[config.mk]
export PLATFORM = sky130hd
export DESIGN_NAME = pa_stream_responder
export DESIGN_NICKNAME = d
export VERILOG_FILES = /design/src/rtl/pa_stream_responder.sv
export SDC_FILE = /design/constraint.sdc
export NUM_CORES = 2
export LEC_CHECK = 0
export ABC_AREA = 1
export BUFFER_PORTS_ARGS = -buffer_cell sky130_fd_sc_hd__buf_2
export CAP_MARGIN = 20
export CORE_MARGIN = 1
export CORE_UTILIZATION = 49
export DETAILED_ROUTE_END_ITERATION = 8
export PLACE_DENSITY = 0.76
export SLEW_MARGIN = 20
export SYNTH_ARGS = -nofsm -noshare
export SYNTH_HDL_FRONTEND = slang
export SYNTH_SLANG_ARGS = --single-unit
[constraint.sdc]
create_clock -name clk -period 3.2 [get_ports clk]
set_clock_uncertainty 0.05 [all_clocks]
set_input_delay 0.16 -clock clk [delete_from_list [all_inputs] [get_ports clk]]
set_output_delay 0.16 -clock clk [all_outputs]
set_load 0.01 [all_outputs]
[src/rtl/pa_stream_responder.sv]
// pa_stream_responder: far end of the PA sequencer weight, data and result handshakes.
// It holds three circular FIFOs:
//   - the weight and data FIFOs are filled by the host and drained by the sequencer;
//   - the result FIFO is filled by the PA array and drained by the host.
// Each result is stored with its result_addr tag, and the tag sequence is checked mod 16.
// Optional build macro: PA_RESP_STATS_EN adds the transfer counters stat_w, stat_d and stat_r.

module pa_resp_fifo #(
  parameter int WIDTH = 32,
  parameter int DEPTH = 16,
  parameter int AW    = 4
) (
  input  logic             clk,
  input  logic             counter_rst_n,
  input  logic             push,
  input  logic [WIDTH-1:0] wdata,
  input  logic             pop,
  output logic [WIDTH-1:0] rdata,
  output logic [AW:0]      level,
  output logic             ovf,
  output logic             unf
);
  localparam logic [AW:0] FULL_LVL = (AW+1)'(DEPTH);

  logic [WIDTH-1:0] mem [DEPTH];
  logic [AW-1:0]    wptr, rptr;
  logic             full, empty, do_push, do_pop;

  // Full and empty come from the level registered at cycle start,
  // so a pop never makes room for a push in the same cycle.
  always_comb begin
    full    = (level == FULL_LVL);
    empty   = (level == '0);
    do_push = push & ~full;
    do_pop  = pop & ~empty;
    ovf     = push & full;
    unf     = pop & empty;
    rdata   = empty ? '0 : mem[rptr];
  end

  // Storage write; the contents are unreset because empty masks the head.
  always_ff @(posedge clk) begin
    if (do_push) mem[wptr] <= wdata;
  end

  // Pointers and level; the pointers wrap because DEPTH is a power of 2.
  always_ff @(posedge clk or negedge counter_rst_n) begin
    if (!counter_rst_n) begin
      wptr  <= '0;
      rptr  <= '0;
      level <= '0;
    end else begin
      if (do_push) wptr <= wptr + 1'b1;
      if (do_pop)  rptr <= rptr + 1'b1;
      case ({do_push, do_pop})
        2'b10:   level <= level + 1'b1;
        2'b01:   level <= level - 1'b1;
        default: level <= level;
      endcase
    end
  end
endmodule

module pa_stream_responder #(
  parameter int W_W   = 32,
  parameter int D_W   = 32,
  parameter int R_W   = 32,
  parameter int DEPTH = 16,
  parameter int AW    = 4
) (
  input  logic           clk,
  input  logic           counter_rst_n,
  input  logic           w_push,
  input  logic [W_W-1:0] w_wdata,
  input  logic           d_push,
  input  logic [D_W-1:0] d_wdata,
  output logic           weight_rd_rdy,
  input  logic           weight_rd_acq,
  output logic [W_W-1:0] weight_rd_data,
  output logic           data_rd_rdy,
  input  logic           data_rd_acq,
  output logic [D_W-1:0] data_rd_data,
  input  logic           dst_wr_rdy,
  output logic           dst_wr_acq,
  input  logic [R_W-1:0] dst_wr_data,
  input  logic [3:0]     result_addr,
  input  logic           r_pop,
  output logic [R_W+3:0] r_rdata,
  output logic           r_valid,
  output logic [AW:0]    w_level,
  output logic [AW:0]    d_level,
  output logic [AW:0]    r_level,
  output logic [2:0]     err
`ifdef PA_RESP_STATS_EN
  ,
  output logic [31:0]    stat_w,
  output logic [31:0]    stat_d,
  output logic [31:0]    stat_r
`endif
);
  localparam logic [AW:0] FULL_LVL = (AW+1)'(DEPTH);

  logic       w_ovf, w_unf, d_ovf, d_unf, r_ovf, r_unf;
  logic [3:0] exp_tag;
  logic       seq_bad;

  pa_resp_fifo #(.WIDTH(W_W), .DEPTH(DEPTH), .AW(AW)) u_wfifo (
    .clk(clk), .counter_rst_n(counter_rst_n), .push(w_push), .wdata(w_wdata),
    .pop(weight_rd_acq), .rdata(weight_rd_data), .level(w_level),
    .ovf(w_ovf), .unf(w_unf));

  pa_resp_fifo #(.WIDTH(D_W), .DEPTH(DEPTH), .AW(AW)) u_dfifo (
    .clk(clk), .counter_rst_n(counter_rst_n), .push(d_push), .wdata(d_wdata),
    .pop(data_rd_acq), .rdata(data_rd_data), .level(d_level),
    .ovf(d_ovf), .unf(d_unf));

  pa_resp_fifo #(.WIDTH(R_W+4), .DEPTH(DEPTH), .AW(AW)) u_rfifo (
    .clk(clk), .counter_rst_n(counter_rst_n), .push(dst_wr_acq),
    .wdata({result_addr, dst_wr_data}), .pop(r_pop), .rdata(r_rdata),
    .level(r_level), .ovf(r_ovf), .unf(r_unf));

  // Handshake status. A full result FIFO stalls the PA instead of dropping the result.
  always_comb begin
    weight_rd_rdy = (w_level != '0);
    data_rd_rdy   = (d_level != '0);
    r_valid       = (r_level != '0);
    dst_wr_acq    = dst_wr_rdy & (r_level != FULL_LVL);
    seq_bad       = dst_wr_acq & (result_addr != exp_tag);
  end

  // Expected tag follows the accepted stream and resyncs after a mismatch.
  // Error flags are sticky until reset.
  always_ff @(posedge clk or negedge counter_rst_n) begin
    if (!counter_rst_n) begin
      exp_tag <= '0;
      err     <= '0;
    end else begin
      if (dst_wr_acq) exp_tag <= result_addr + 4'd1;
      err <= err | {seq_bad, w_ovf | d_ovf | r_ovf, w_unf | d_unf | r_unf};
    end
  end

`ifdef PA_RESP_STATS_EN
  // Transfer counters; they wrap naturally at 2^32.
  always_ff @(posedge clk or negedge counter_rst_n) begin
    if (!counter_rst_n) begin
      stat_w <= '0;
      stat_d <= '0;
      stat_r <= '0;
    end else begin
      if (weight_rd_rdy & weight_rd_acq) stat_w <= stat_w + 32'd1;
      if (data_rd_rdy & data_rd_acq)     stat_d <= stat_d + 32'd1;
      if (dst_wr_acq)                    stat_r <= stat_r + 32'd1;
    end
  end
`endif
endmodule

# == After elaboration in Yosys (flattened, before gate mapping) ==
# Memory sizes are Yosys's and may differ from the RTL's.
# Index checks and enable logic that the tools add are counted.
# totals
ff_bits,46
ram_bits,1600
n_memories,3
# op_classes
n_addsub,13
eq_ne,11
n_mux,12
n_bitwise,25
n_reduce_logical,9
# memory_table
name,words,word_bits,rd,rd_ports_with_merged_regs,write_ports,line,rtl
u_rfifo.mem,16,36,1,0,1,25,logic [WIDTH-1:0] mem [DEPTH];
u_dfifo.mem,16,32,1,0,1,25,
u_wfifo.mem,16,32,1,0,1,25,
# op_table
op,count
two-way mux 32 bit,2
two-way mux 36 bit,1
one-hot mux 5 bit (2 select lines),3
adder 4 x 1 -> 4 bit (second input constant),7
adder 5 x 1 -> 5 bit (second input constant),3
== test 5 bit (second input constant),3
logical NOT 5 bit,3
nonzero test 5 bit,3
subtractor 5 x 1 -> 5 bit (second input constant),3
bitwise AND 1 bit,14
== test 2 x 1 -> 1 bit (second input constant),3
== test 2 bit (second input constant),3
two-way mux 1 bit,6
inverter 1 bit,6
nonzero test 2 bit,3
!= test 5 bit (second input constant),1
!= test 4 bit,1
OR 1 bit,4
OR 3 bit,1

# == Logic depth before layout (Yosys ltp) ==
# depth
depth_word,5
ltp_mapped,16
ltp_nobuf,15

# == Modules after synthesis ==
# A second synthesis with hierarchy kept.
# unflattened
hier_cells,5699
area_unflattened_um2,67499.7
# modules_own_cells
module,instances,cells_per_inst,area_per_inst_um2,seq_area_each_um2
pa_resp_fifo at u_dfifo ...,2,1809,21539.4,15700.1
pa_resp_fifo at u_rfifo,1,2016,23978.0,17621.9
pa_stream_responder,1,65,442.9,175.2

# == Least setup slack after synthesis ==
# No wires, ideal clock.
# synth_path
path_type,reg-to-reg
start,reg u_dfifo.level[1]
end,"mem u_dfifo.mem[22][0] (netlist: u_dfifo.mem[11][0]), enable pin"
t_arrival_ps,3005
t_required_ps,2689
setup_slack_ps,-316
path_stages_with_launch,5
path_buffers,0
period_less_slack_ps,3516
path_cell_list,dfrtp_1 -> nor2_1 -> nand3_1 -> nand3_1 -> nor3_1
# synth_between
elab_chain_len,5
# synth_rtl
item,line,rtl
start: declaration,19,"output logic [AW:0] level,"
start signal: assignment,56,2'b10: level <= level + 1'b1;
start signal: assignment,57,2'b01: level <= level - 1'b1;
start signal: assignment,58,default: level <= level;
== test 5 bit,32,full = (level == FULL_LVL);
inverter 1 bit,34,do_push = push & ~full;
bitwise AND 1 bit,34,
two-way mux 1 bit,43,if (do_push) mem[wptr] <= wdata;
two-way mux 1 bit (implied by the code),43,
end: declaration,25,
# Every way passes these cells.

# == Worst setup path in the final report ==
# layout_path
start,reg u_wfifo.rptr[1]
end,out weight_rd_data[30]
# layout_between
elab_chain_len,2
# layout_rtl
item,line,rtl
start: declaration,26,"logic [AW-1:0] wptr, rptr;"
start signal: assignment,54,if (do_pop) rptr <= rptr + 1'b1;
memory read (16 x 32 bit),n/a,
two-way mux 32 bit,38,rdata = empty ? '0 : mem[rptr];
end: declaration,79,"output logic [W_W-1:0] weight_rd_data,"
# Every way passes these cells.

==> metrics.txt <==
worst hold slack=roughly 0.15 ns; status=completed; Psw=27500 µW; Worst-path clk slew=around 0.060 ns; Placed Cells=approximately 7.5k; post-route ant nets=0; Reg power frac=a little under two fifths; commonest non-fill, non-tap cell in the layout=nand2_1; Gate power share=a little over a third; final wirelength=172000 µm; Rows=135; crit end category=primary output; syn_nets=5831; Setup Crit Path Kind=reg2out; Pwr Total=72300 µW; Int Pwr=44800 µW; Async S/R FF share, synth=under 10%; layout cell share with drive strength beyond 1=11.7%; first-pass GRT wire length=roughly 260000 µm; die area=138000 µm²; post-synth cell types=27; routed vias/inst=roughly 5.8; commonest cells after routing, fill and taps aside=nand2_1 (2224), edfxtp_1 (1600), nand3_1 (1004), buf_2 (229), clkbuf_16 (169); Cell Area, Synth=66800 µm²; Starting Density=49.4%; Clock Path Buffers=3; num ports=230; TritonCTS clock tree=yes; FMAX=322 MHz; clock tree root buffer cell=clkbuf_16; Post-Place Worst Slack=approximately 0.46 ns; Seq/Total Area, Yosys=73.7%; fill count=10.3k; # setup viols final=0; final layout net count=between 6k and 7k; Fin. Hold Viols=0; PwrDens=just over 900 nW/µm²; RSZ-0062 raised after global routing=true; VDD IR-drop max=0.742 mV; crit-path max FO=38; Post-synth EDFFs=1600; Main synth FF type=edfxtp_1; number of port buffers=229; Synth-to-Final Area Change=16.3%; chip width=371 µm; Sw Share=38.1%; # clock sinks=1646; DPL Wire Length=around 90000 µm; first drt pass iteration count=7; total track usage=approximately 24%; Max-cap violations=0; post-route insts no fill=7963; Die Y=approximately 370 µm; number of DRC markers in iteration 0=5735; worst hold path type=in2reg; cell count after synthesis=approximately 5.7k; final worst slack=0.0921 ns; Slew Limit Fails=0; Clk pwr share=a little over a quarter; Final Wtd Congestion=~0.85; Avg Inst Size Synth=11.7 µm²; post-DR wirelength/cell=approximately 22 µm; gr ovfl total=0; Arrival @ worst endpoint=just under 3 ns; synth warn=0; crit start category=flop; initial antenna violation count=13; Core ar.=135000 µm²; # H-tree levels=4; LEAKAGE=0.0289 µW; number of global-route vias before repair=43.7k; Worst-Skew Late Latency=0.81 ns; pin count of the biggest net entering global routing=131; worst endpoint required time=2.99 ns; # DRC=0; Period minus WS final=3.11 ns; Rel. slew slack=24.5%; routed vias=45.8k; flops & latches, synth=1646; slew at the pin closest to its max-slew limit=1.13 ns; period utilization=97.1%; number of buffers created by CTS=approximately 170
cell type report:
class / count / area [µm²] / area share [%]
flip-flops and latches: 1646 / 49200 / 63.4
multi-input cells: 3656 / 16200 / 20.8
repair buffers: 510 / 4380 / 5.64
clock buffers: 206 / 4340 / 5.59
well taps: 1781 / 2230 / 2.87
clock inverters: 96 / 996 / 1.28
inverters: 60 / 289 / 0.372
diodes: 7 / 17.5 / 0.0226
repair inverters: 1 / 8.76 / 0.0113
metal layers:
| layer | vias up | wire (µm) | global-route usage [%] |
|---|---|---|---|
| met5 | - | 44 | 0 |
| met4 | 8 | 5320 | 9.37 |
| met3 | 394 | 17700 | 4.64 |
| met2 | 2744 | 81600 | 38.6 |
| met1 | 22200 | 66800 | 33.1 |
| li1 | 20500 | - | - |
registers in the layout, summed over array words and instances, names as in the netlist, 4 cells and up:
signal,cells
u_rfifo.mem,576
u_rfifo.rptr,4
exp_tag,4
u_wfifo.rptr,4
u_dfifo.wptr,4
u_wfifo.wptr,4
u_dfifo.mem,512
u_dfifo.level,5
u_rfifo.wptr,4
u_wfifo.level,5
u_dfifo.rptr,4
u_wfifo.mem,512
u_rfifo.level,5
critical path: stages (launching register included):
cell     delay (ns)
dfrtp_4        0.61
buf_4          0.35
nand3_1        0.16
nand3_1        0.08
nand3_1        0.10
nand2_1        0.05
nor2_1         0.45
buf_2          0.24
kinds of logic (layout without fill, tap and decap cells):
family	Yosys count	in the layout	share of synthesized area [%]
other cells	0	7	0
simple gates	3396	3396	21.1
xor+xnor	35	35	0.459
buf+inv	394	873	2.77
compound gates	197	197	1.50
fa+ha+maj	27	27	0.506
mux	1	1	0.0169
flops	1646	1646	73.7
stage by stage:
stage | instance area [µm²] | setup TNS (ns) | util (%)
4_1_cts | 77400 | 0 | 57.2
2_1_floorplan | 66800 | -30.31 | -
5_1_grt | 77700 | -0.0434 | 57.4
6_report | 77700 | 0 | 57.4
3_5_place_dp | 70700 | 0 | 52.2
3_3_place_gp | 70700 | 0 | 52.2
cell usage after synthesis, types with 23 or more instances:
cell type,n,share of area (%)
nor2_1,124,0.70
xor2_1,23,0.30
ha_1,27,0.51
buf_4,38,0.43
nand3_1,1004,7.5
nor3_1,35,0.26
inv_1,52,0.29
buf_1,39,0.22
a21oi_1,169,1.3
clkbuf_1,87,0.49
edfxtp_1,1600,72
dfrtp_1,46,1.7
buf_2,167,1.3
nand2_1,2224,13
timing repair:
action,CTS,global route
endpoints found under the hold margin,1675,0
setup endpoints to repair,75,52
pin swaps,1,0
resized for setup,28,22
buffers inserted,11,5
hold buffers,110,0
cloned,2,3
power groups by stage:
stage	clock network (µW)	registers, µW	logic (µW)
6_report	18900	26900	26500
5_1_grt	19900	27000	28700
4_1_cts	19100	26900	25800
3_5_place_dp	0	27300	24900
3_3_place_gp	0	27200	24300
2_1_floorplan	0	27000	16000
path summary, 6_finish.rpt:
path / slack [ns] / endpoint / startpoint / depth (start not counted)
min: 0.15 / u_dfifo.rptr[0] / data_rd_acq / 4
max: 0.09 / weight_rd_data[30] / u_wfifo.rptr[1] / 7
min reg2reg: 0.44 / err[2] / err[2] / 1
min in group asynchronous: 0.52 / u_dfifo.level[3] / counter_rst_n / 4
max reg2reg: 0.37 / u_dfifo.level[4] / u_dfifo.level[2] / 12
max in group asynchronous: 1.91 / u_rfifo.rptr[2] / counter_rst_n / 4
Note: power is estimated with default switching activity, not from simulation.
